$ cat config.mk
export PLATFORM = sky130hd
export DESIGN_NAME = pwm_duty_ramper
export DESIGN_NICKNAME = d
export VERILOG_FILES = /design/src/rtl/pwm_duty_ramper.sv
export SDC_FILE = /design/constraint.sdc
export NUM_CORES = 1
export LEC_CHECK = 0
export CAP_MARGIN = 20
export CORE_ASPECT_RATIO = 1.5
export CORE_UTILIZATION = 56
export CTS_CLUSTER_SIZE = 20
export DETAILED_ROUTE_END_ITERATION = 16
export HOLD_SLACK_MARGIN = 0.1
export PLACE_DENSITY = 0.81
export SLEW_MARGIN = 10
export SYNTH_ARGS = -nofsm -noshare
export SYNTH_HDL_FRONTEND = slang
export SYNTH_SLANG_ARGS = --single-unit
$ cat constraint.sdc
create_clock -name clk -period 4.7 [get_ports clk]
set_input_delay 0.47 -clock clk [delete_from_list [all_inputs] [get_ports clk]]
set_output_delay 0.47 -clock clk [all_outputs]
set_load 0.01 [all_outputs]
$ cat src/rtl/pwm_duty_ramper.sv
// pwm_duty_ramper: per-channel target duties, slewed toward by a tick-driven scan of live duties
module pwm_duty_ramper #(
  parameter int NPWM = 5,
  parameter int Resolution = 8,
  parameter int TickDiv = 100000,
  parameter int Step = 1,
  localparam int CW = NPWM > 1 ? $clog2(NPWM) : 1
) (
  input  logic                         clk,
  input  logic                         reset,
  input  logic                         enable,
  input  logic                         wr_valid,
  output logic                         wr_ready,
  input  logic [CW-1:0]                wr_chan,
  input  logic [Resolution-1:0]        wr_duty,
  input  logic                         wr_immediate,
  output logic [NPWM*Resolution-1:0]   DC_bus,
  output logic                         busy,
  output logic                         done,
  output logic                         wr_err
);
  localparam int PW = $clog2(TickDiv);
  localparam logic [PW-1:0] CMAX = PW'(TickDiv - 1);
  localparam logic [CW:0] NP = (CW + 1)'(NPWM);
  localparam logic [CW-1:0] LAST = CW'(NPWM - 1);
  localparam logic [Resolution-1:0] SR = Resolution'(Step);
  localparam logic [Resolution:0] SW = (Resolution + 1)'(Step);
  typedef enum logic {IDLE, SCAN} state_t;
  state_t state, state_d;
  logic [PW-1:0] cnt;
  logic [CW-1:0] idx, idx_d;
  logic [NPWM-1:0] diff;
  logic tick, acc;
  assign tick = enable && cnt == CMAX;
  assign wr_ready = state == IDLE;
  assign acc = wr_valid && wr_ready;
  always_comb begin
    state_d = state == IDLE ? (tick ? SCAN : IDLE) : (idx == LAST ? IDLE : SCAN);
    idx_d = state == SCAN && idx != LAST ? idx + 1'b1 : '0;
  end
  always_ff @(posedge clk or negedge reset)
    if (!reset) begin
      state <= IDLE;
      idx <= '0;
      cnt <= '0;
      busy <= 1'b0;
      done <= 1'b0;
      wr_err <= 1'b0;
    end else begin
      state <= state_d;
      idx <= idx_d;
      cnt <= !enable || cnt == CMAX ? '0 : cnt + 1'b1;
      busy <= |diff;
      done <= busy && !(|diff);
      wr_err <= acc && !({1'b0, wr_chan} < NP);
    end
  for (genvar k = 0; k < NPWM; k++) begin : g_ch
    logic [Resolution-1:0] tgt, lv, nxt;
    logic [Resolution:0] d;
    logic up;
    always_comb begin
      up = tgt > lv;
      d = up ? {1'b0, tgt} - {1'b0, lv} : {1'b0, lv} - {1'b0, tgt};
      nxt = d <= SW ? tgt : up ? lv + SR : lv - SR;
    end
    always_ff @(posedge clk or negedge reset)
      if (!reset) begin
        tgt <= '0;
        lv <= '0;
      end else if (acc && wr_chan == CW'(k)) begin
        tgt <= wr_duty;
        if (wr_immediate) lv <= wr_duty;
      end else if (state == SCAN && idx == CW'(k)) begin
        lv <= nxt;
      end
    assign DC_bus[k*Resolution +: Resolution] = lv;
    assign diff[k] = tgt != lv;
  end
endmodule

Word level (Yosys, flattened, before mapping):

Cells that the tools add are included.

* add/subtract/negate cells: 22
* magnitude comparators: 11
* equal/unequal tests: 20
* mux-type cells: 31
* bitwise logic cells: 1
* reduce and logical (&&, ||, !) cells: 32

Operators by type and width (count)
* $mux W8: 21
* $sub A8 B8 Y9: 10
* $le A9 B1 Y1 const B: 5
* $mux W9: 5
* $add A8 B1 Y8 const B: 5
* $gt A8 B8 Y1: 5
* $ne A8 B8 Y1: 5
* $sub A8 B1 Y8 const B: 5
* $add A17 B1 Y17 const B: 1
* $eq A17 B17 Y1 const B: 1
* $mux W17: 1
* $logic_and A1 B1 Y1: 15
* $eq A3 B2 Y1 const B: 4
* $ne A2 B2 Y1 const B: 5
* $reduce_and A2 Y1: 5
* $reduce_bool A2 Y1: 5
* $eq A3 B1 Y1 const B: 2
* $eq A3 B3 Y1 const B: 2
* $logic_not A3 Y1: 2
* $reduce_or A5 Y1: 1
* $add A3 B1 Y3 const B: 1
* $logic_not A1 Y1: 3
* $lt A3 B3 Y1 const B: 1
* $mux W1: 3
* other kinds (4): 4

* register bits: 104
* output and inout port bits: 44
* word-level logic and storage cells: 133

Depth between registers and ports, before layout:

Gate-level depths: netlist of run 1.

* word-level depth: 6
* depth in mapped cells: 19
* gate-level depth less buffers: 19

Least setup slack after synthesis of run 1:

Ideal clock, no wire load.

* path type: flip-flop to flip-flop
* start: register g_ch[1].lv[1]
* end: register g_ch[1].lv[7]
* arrival: 3924 ps
* required time: 4567 ps
* slack: 643 ps
* cell stages (with the launch flop): 20
* clock period less this slack: 4057 ps
* path through: dfrtp_1 inv_1 ha_1 nor2b_1 o21a_1 o21a_1 or4_1 nand4_1 a21oi_1 inv_1 ha_1 a21oi_1 nor2b_1 o21a_1 o21ai_0 a21oi_1 xnor2_1 or3_2 o221ai_1 a21oi_1

* longest elaborated chain between the ends: 6
* elaborated cells between the ends (all ways): 11

RTL lines
* start, declared: RTL line 58 `logic [Resolution-1:0] tgt, lv, nxt;`
* start signal, assigned: RTL line 72 `if (wr_immediate) lv <= wr_duty;`
* start signal, assigned: RTL line 74 `lv <= nxt;`
* $sub A8 B8 Y9 / $gt A8 B8 Y1 (equally long branches): RTL line 63, 62
* $mux W9: RTL line 63 `d = up ? {1'b0, tgt} - {1'b0, lv} : {1'b0, lv} - {1'b0, tgt};`
* $le A9 B1 Y1: RTL line 64 `nxt = d <= SW ? tgt : up ? lv + SR : lv - SR;`
* $mux W8 (*): RTL line 64
* $mux W8 (*): RTL line 73 `end else if (state == SCAN && idx == CW'(k)) begin`
* $mux W8 (*): RTL line 70 `end else if (acc && wr_chan == CW'(k)) begin`

Mark *: on every way between the ends. The rest lies on a longest branch, timed or not. The select of a mux whose other input is x is not followed.
A chain may end at the register's enable or synchronous reset.

Worst setup path after layout of run 1:

Same ends and word-level chain as after synthesis.

==> results_dict.tcl, run 1 <==
set metrics [dict create \
    dp_cells 1431 \
    max_stage_delay_ps 550 \
    synth_fp_nets 1346 \
    setup_viol 0 \
    yosysWarnings 0 \
    synth_edf_count 0 \
    synth-seq-cells 104 \
    slew_violations 0 \
    wl_per_cell_um 17.7 \
    max_slew_margin_pct 44.2 \
    grt_usage_pct 28.8 \
    crit_family "compound AO/OA/AOI/OAI gates" \
    worst_slew_pin_slew_ps 837 \
    place.detailed.hpwl_um 19800 \
    clock_power_share_pct 12.4 \
    syn2layout_area_growth_pct 10.1 \
    critPathArrivalTime_ps 4480 \
    async_reset_ff_share_pct 100 \
    final_area_um2 10900 \
    firstDrtPassIters 5 \
    worstSetupStartpointType "flop" \
    diodes 0 \
    die_y_um 165 \
    cts_resized 0 \
    critPathCaptureType "flop" \
    min_period_ps 4260 \
    cts.sinks 104 \
    p_leak_nw 4.81 \
    cts.path.max_buffers 2 \
    start_util_pct 57.1 \
    crit_chain "inv_1, ha_1, nor2b_1, o21a_1, o21a_1, or4_1, nand4_1, a21oi_2, inv_1, ha_1, a21oi_1, nor2b_1, o21a_1, o21ai_0, a21oi_1, xnor2_1, or3_2, o221ai_1, a21oi_1" \
    routed_wirelength_um 25700 \
    vias 8897 \
    cp_max_fo 9 \
    port_buffers 59 \
    antenna_found_initial 0 \
    hold_path.class "in2async" \
    gp_congestion 0.954 \
    drt-initial-drc-count 545 \
    p_int_w 0.00327 \
    post_synth.cell_area_avg_um2 8.26 \
    rows 59 \
    drive_gt1_share_pct 4.37 \
    clk_root_buffer_cell "clkbuf_16" \
    yosys_most_used_dff "dfrtp_1" \
    htreeDepth 3 \
    clock.fmax_mhz 235 \
    cp_slowest_cell "dfrtp_1" \
    place_area_um2 10600 \
    switchingPower_w 0.00286 \
    ios 60 \
    clock_skew_ps 8.26 \
    finalNonFillerCells 1448 \
    path_buf_inv 2 \
    total_power_w 0.00613 \
    p_per_area_nw_per_um2 562 \
    syn_area_um2 9910 \
    route.detailed.drc 0 \
    r2r_slack_ps 440 \
    outcome "finished, final reports clean" \
    dieArea_um2 18200 \
    core_area_um2 17300 \
    ys_types 74 \
    rsz0062_at_grt "false" \
    ant_nets 0 \
    viasPerCell 6.14 \
    numCtsBuffers 9 \
    die_w_um 111 \
    grt_pass1_wl_um 42200 \
    grt-ovfl-total 0 \
    clk_latency_ps 360 \
    maxCapViolations 0 \
    comb_power_share_pct 66.3 \
    grt_pass1_vias 8809 \
    nets 1377 \
    clkSlewWorstSetupHoldPaths_ps 80 \
    setup_tns_ps 0 \
    hold_violations 0 \
    power.share.switching_pct 46.6 \
    postSynthCellCount 1199 \
    post-cts-setup-buffer-count 0 \
    vdd_drop_max_v 0.000307 \
    grt_max_degree 62 \
    power_frac_seq_pct 21.3 \
    ys_seq_area_share_pct 26.3 \
    finalCritPeriodShare_pct 90.5 \
    hold_buffers 0 \
    fin_util_pct 62.9 \
    worstSetupPathType "reg2reg" \
    cts_tree "built" \
    worstPathRequired_ps 4930 \
]
cells in the final DEF, fill, tap and decap left out, drive strengths merged, types with 5 or more instances in the layout:
| master | Yosys | routed |
|---|---|---|
| inv | 121 | 125 |
| ha | 116 | 116 |
| dfrtp | 104 | 104 |
| nand2 | 98 | 98 |
| nor2 | 95 | 95 |
| o21ai | 93 | 93 |
| a21oi | 86 | 86 |
| clkdlybuf4s50 | 0 | 58 |
| xnor2 | 43 | 43 |
| nor3 | 35 | 35 |
| mux2i | 30 | 30 |
| nand4 | 24 | 24 |
| xor2 | 24 | 24 |
| a21o | 24 | 24 |
| nand2b | 20 | 20 |
| nand3 | 18 | 18 |
| fa | 15 | 15 |
| o21a | 14 | 14 |
| a221oi | 13 | 13 |
| nor2b | 12 | 12 |
| o221ai | 12 | 12 |
| nor4 | 12 | 12 |
| a211oi | 11 | 11 |
| and3 | 11 | 11 |
| buf | 21 | 11 |
| o211ai | 11 | 11 |
| o22ai | 10 | 10 |
| or3 | 10 | 10 |
| clkbuf | 28 | 9 |
| o21bai | 8 | 8 |
| and2 | 7 | 7 |
| or2 | 5 | 5 |
power groups by stage:
stage               Combinational (W)  Clock [W]  Sequential [W]
finish                        0.00407   0.000761         0.00130
global route                  0.00453   0.000809         0.00133
CTS                           0.00405   0.000775         0.00130
detailed placement            0.00402          0         0.00132
global placement              0.00391          0         0.00131
floorplan                     0.00309          0         0.00129
state kept, by name, indices dropped and copies added (netlist names):
register / cells
idx: 3
state: 1
g_ch.lv: 40
wr_err: 1
g_ch.tgt: 40
busy: 1
done: 1
cnt: 17
final timing paths:
kind,startpoint,end,cells after the start
min in group clk,cnt[0],cnt[0],1
max,g_ch[1].lv[1],g_ch[1].lv[7],19
min reg2reg,cnt[0],cnt[0],1
max in group asynchronous,reset,idx[0],2
max reg2reg,g_ch[1].lv[1],g_ch[1].lv[7],19
min,reset,g_ch[3].tgt[7],1
Yosys cell counts (9+ instances only):
master	count	area (µm²)
buf_2	16	80.1
nand4_1	24	150
nor2_1	95	357
nand3_1	18	90.1
o221ai_1	12	105
clkbuf_1	27	101
nand2_1	98	368
nand2b_1	20	125
o22ai_1	10	62.6
inv_1	121	454
nor2b_1	12	75.1
o21a_1	14	105
o21ai_0	92	460
a221oi_1	13	114
ha_1	116	1450
mux2i_1	29	290
nor4_1	9	56.3
a21o_1	23	173
xnor2_1	43	377
a211oi_1	11	82.6
fa_1	15	300
nor3_1	35	175
and3_1	11	68.8
dfrtp_1	104	2600
xor2_1	24	210
a21oi_1	84	420
cell families after synthesis:
group / share of synthesized area [%]
and+or+nand+nor: 17.6
AOI/OAI and AO/OA: 22.1
buffers and inverters: 6.92
adders and majority gates: 17.7
DFF: 26.3
xor gates and xnor gates: 5.92
muxes: 3.50
routing by layer:
layer  up-vias  global-route usage (%)  wire, µm
li1       4318                       -         -
met1      4246                    32.6     10300
met2       259                    53.2     13300
met3        74                    3.05      1010
met4         0                    15.1      1120
met5         -                       0         0
through the flow:
step                      setup WS, ps  hold WS, ps
after floorplan                    643          174
after global placement             483          472
after detailed placement           357          473
after CTS                          342          244
after global routing               175          276
final                              444          206
cell type report:
cell class	count	area [µm²]
Inverter	121	454
Fill cell	1492	6440
Clock inverter	7	72.6
Clock buffer	9	225
Sequential cell	104	2600
Tap cell	213	267
Timing Repair Buffer	69	663
Multi-Input combinational cell	925	6630
No activity file was read; power rests on OpenSTA's default activity.
==> inputs of run 2 (changes only) <==
Settings changed: CAP_MARGIN 20 to default.
==> run 2 against run 1 <==
  * Clock skew is 0.97 ps lower
  * Non-clock buffer count is 1 lower
  * Clock power hardly changed
  * Sequential power hardly changed
  * Combinational power hardly changed
  * Cell count hardly changed
  * Utilization hardly changed
  * Clock-buffer cell count stayed put
  * Hold slack better by 0.80 ps
  * Highest routed layer unchanged
  * Setup slack better by 6.6 ps
==> results_dict.tcl, run 2 (same netlist as run 1, synthesis figures left out) <==
set metrics [dict create \
    viasPerCell 6.17 \
    grt_usage_pct 28.8 \
    clk_latency_ps 360 \
    hold_buffers 0 \
    drt-initial-drc-count 530 \
    die_y_um 165 \
    die_w_um 111 \
    comb_power_share_pct 66.3 \
    grt_pass1_vias 8809 \
    ios 60 \
    p_per_area_nw_per_um2 563 \
    outcome "finished, final reports clean" \
    nets 1376 \
    clock.fmax_mhz 235 \
    max_slew_margin_pct 26.2 \
    worstPathRequired_ps 4930 \
    htreeDepth 3 \
    setup_viol 0 \
    slew_violations 0 \
    critPathCaptureType "flop" \
    grt_pass1_wl_um 42200 \
    rsz0062_at_grt "false" \
    grt_max_degree 62 \
    clk_root_buffer_cell "clkbuf_16" \
    p_leak_nw 4.80 \
    route.detailed.drc 0 \
    clock_skew_ps 7.30 \
    cts_tree "built" \
    setup_tns_ps 0 \
    core_area_um2 17300 \
    ant_nets 0 \
    vias 8932 \
    worstSetupPathType "reg2reg" \
    worstSetupStartpointType "flop" \
    power_frac_seq_pct 21.3 \
    dp_cells 1431 \
    grt-ovfl-total 0 \
    routed_wirelength_um 25700 \
    layout_common_cells "inv_1 (121), ha_1 (116), dfrtp_1 (104), nand2_1 (98), nor2_1 (95)" \
    p_int_w 0.00327 \
    reg.largest.list "g_ch.lv (40), g_ch.tgt (40), cnt (17)" \
    dieArea_um2 18200 \
    worst_slew_pin_slew_ps 1110 \
    cts.sinks 104 \
    clock_power_share_pct 12.5 \
    power.share.switching_pct 46.6 \
    start_util_pct 57.1 \
    gp_congestion 0.954 \
    diodes 0 \
    port_buffers 59 \
    min_period_ps 4250 \
    rows 59 \
    syn2layout_area_growth_pct 10.1 \
    critPathArrivalTime_ps 4480 \
    finalNonFillerCells 1447 \
    clkSlewWorstSetupHoldPaths_ps 80 \
    layout_commonest_cell "inv_1" \
    cp_max_fo 9 \
    firstDrtPassIters 6 \
    antenna_found_initial 0 \
    numCtsBuffers 9 \
    vdd_drop_max_v 0.000307 \
    finalCritPeriodShare_pct 90.4 \
    switchingPower_w 0.00286 \
    wl_per_cell_um 17.8 \
    place.detailed.hpwl_um 19800 \
    drive_gt1_share_pct 4.29 \
    hold_path.class "in2async" \
    maxCapViolations 0 \
    hold_violations 0 \
    cts.path.max_buffers 2 \
]
## run 2: final timing paths
check	startpoint	end	slack [ps]	cells past startpoint
worst max-delay path	g_ch[1].lv[1]	g_ch[1].lv[7]	450	19
worst min-delay path	reset	g_ch[3].tgt[7]	210	1
worst max register to register	g_ch[1].lv[1]	g_ch[1].lv[7]	450	19
worst min register to register	cnt[0]	cnt[0]	480	1
max in group asynchronous	reset	idx[0]	3410	2
min in group clk	cnt[0]	cnt[0]	480	1
## run 2: critical path, cell delays in order, from the launching register on
cell and delay (ps):
dfrtp_1 550, inv_1 140, ha_1 350, nor2b_1 140
o21a_1 180, o21a_1 190, or4_1 390, nand4_1 120
a21oi_2 120, inv_1 230, ha_1 270, a21oi_1 140
nor2b_1 70, o21a_1 180, o21ai_0 200, a21oi_1 110
xnor2_1 140, or3_2 410, o221ai_1 90, a21oi_1 90
## run 2: power groups by stage
stage	Sequential, W	Clock [W]	Combinational (W)
after floorplan	0.00129	0	0.00309
after global placement	0.00131	0	0.00391
after detailed placement	0.00132	0	0.00402
after CTS	0.00130	0.000775	0.00405
after global routing	0.00133	0.000809	0.00453
final	0.00130	0.000764	0.00407
## run 2: per-layer routing
metal  up-vias  wire length [µm]  GRT usage, %
li1       4311                 -             -
met1      4279             10200          32.6
met2       262             13300          53.2
met3        80              1050          3.05
met4         0              1180          15.1
met5         -                 0             0
## run 2: timing repair
action,CTS,global route
resized for setup,0,1
setup endpoints to repair,0,1
setup buffers,0,0
## run 2: area by class of cell
class,instances,area (µm²)
Clock buffer,9,225
Clock inverter,7,72.6
Fill cell,1494,6440
Inverter,121,454
Multi-Input combinational cell,925,6630
Sequential cell,104,2600
Tap cell,213,267
Timing Repair Buffer,68,656
## run 2: metrics by stage
stage                     cell area, µm²  hold slack, ps  utilization, %  worst slack, ps  power, W
after detailed placement           10600             473            61.1              357   0.00534
after global placement             10600             472            61.1              483   0.00522
after global routing               10900             276            62.9              175   0.00667
final                              10900             207            62.9              451   0.00614
after floorplan                     9910             174               -              643   0.00438
after CTS                          10900             244            62.8              342   0.00612
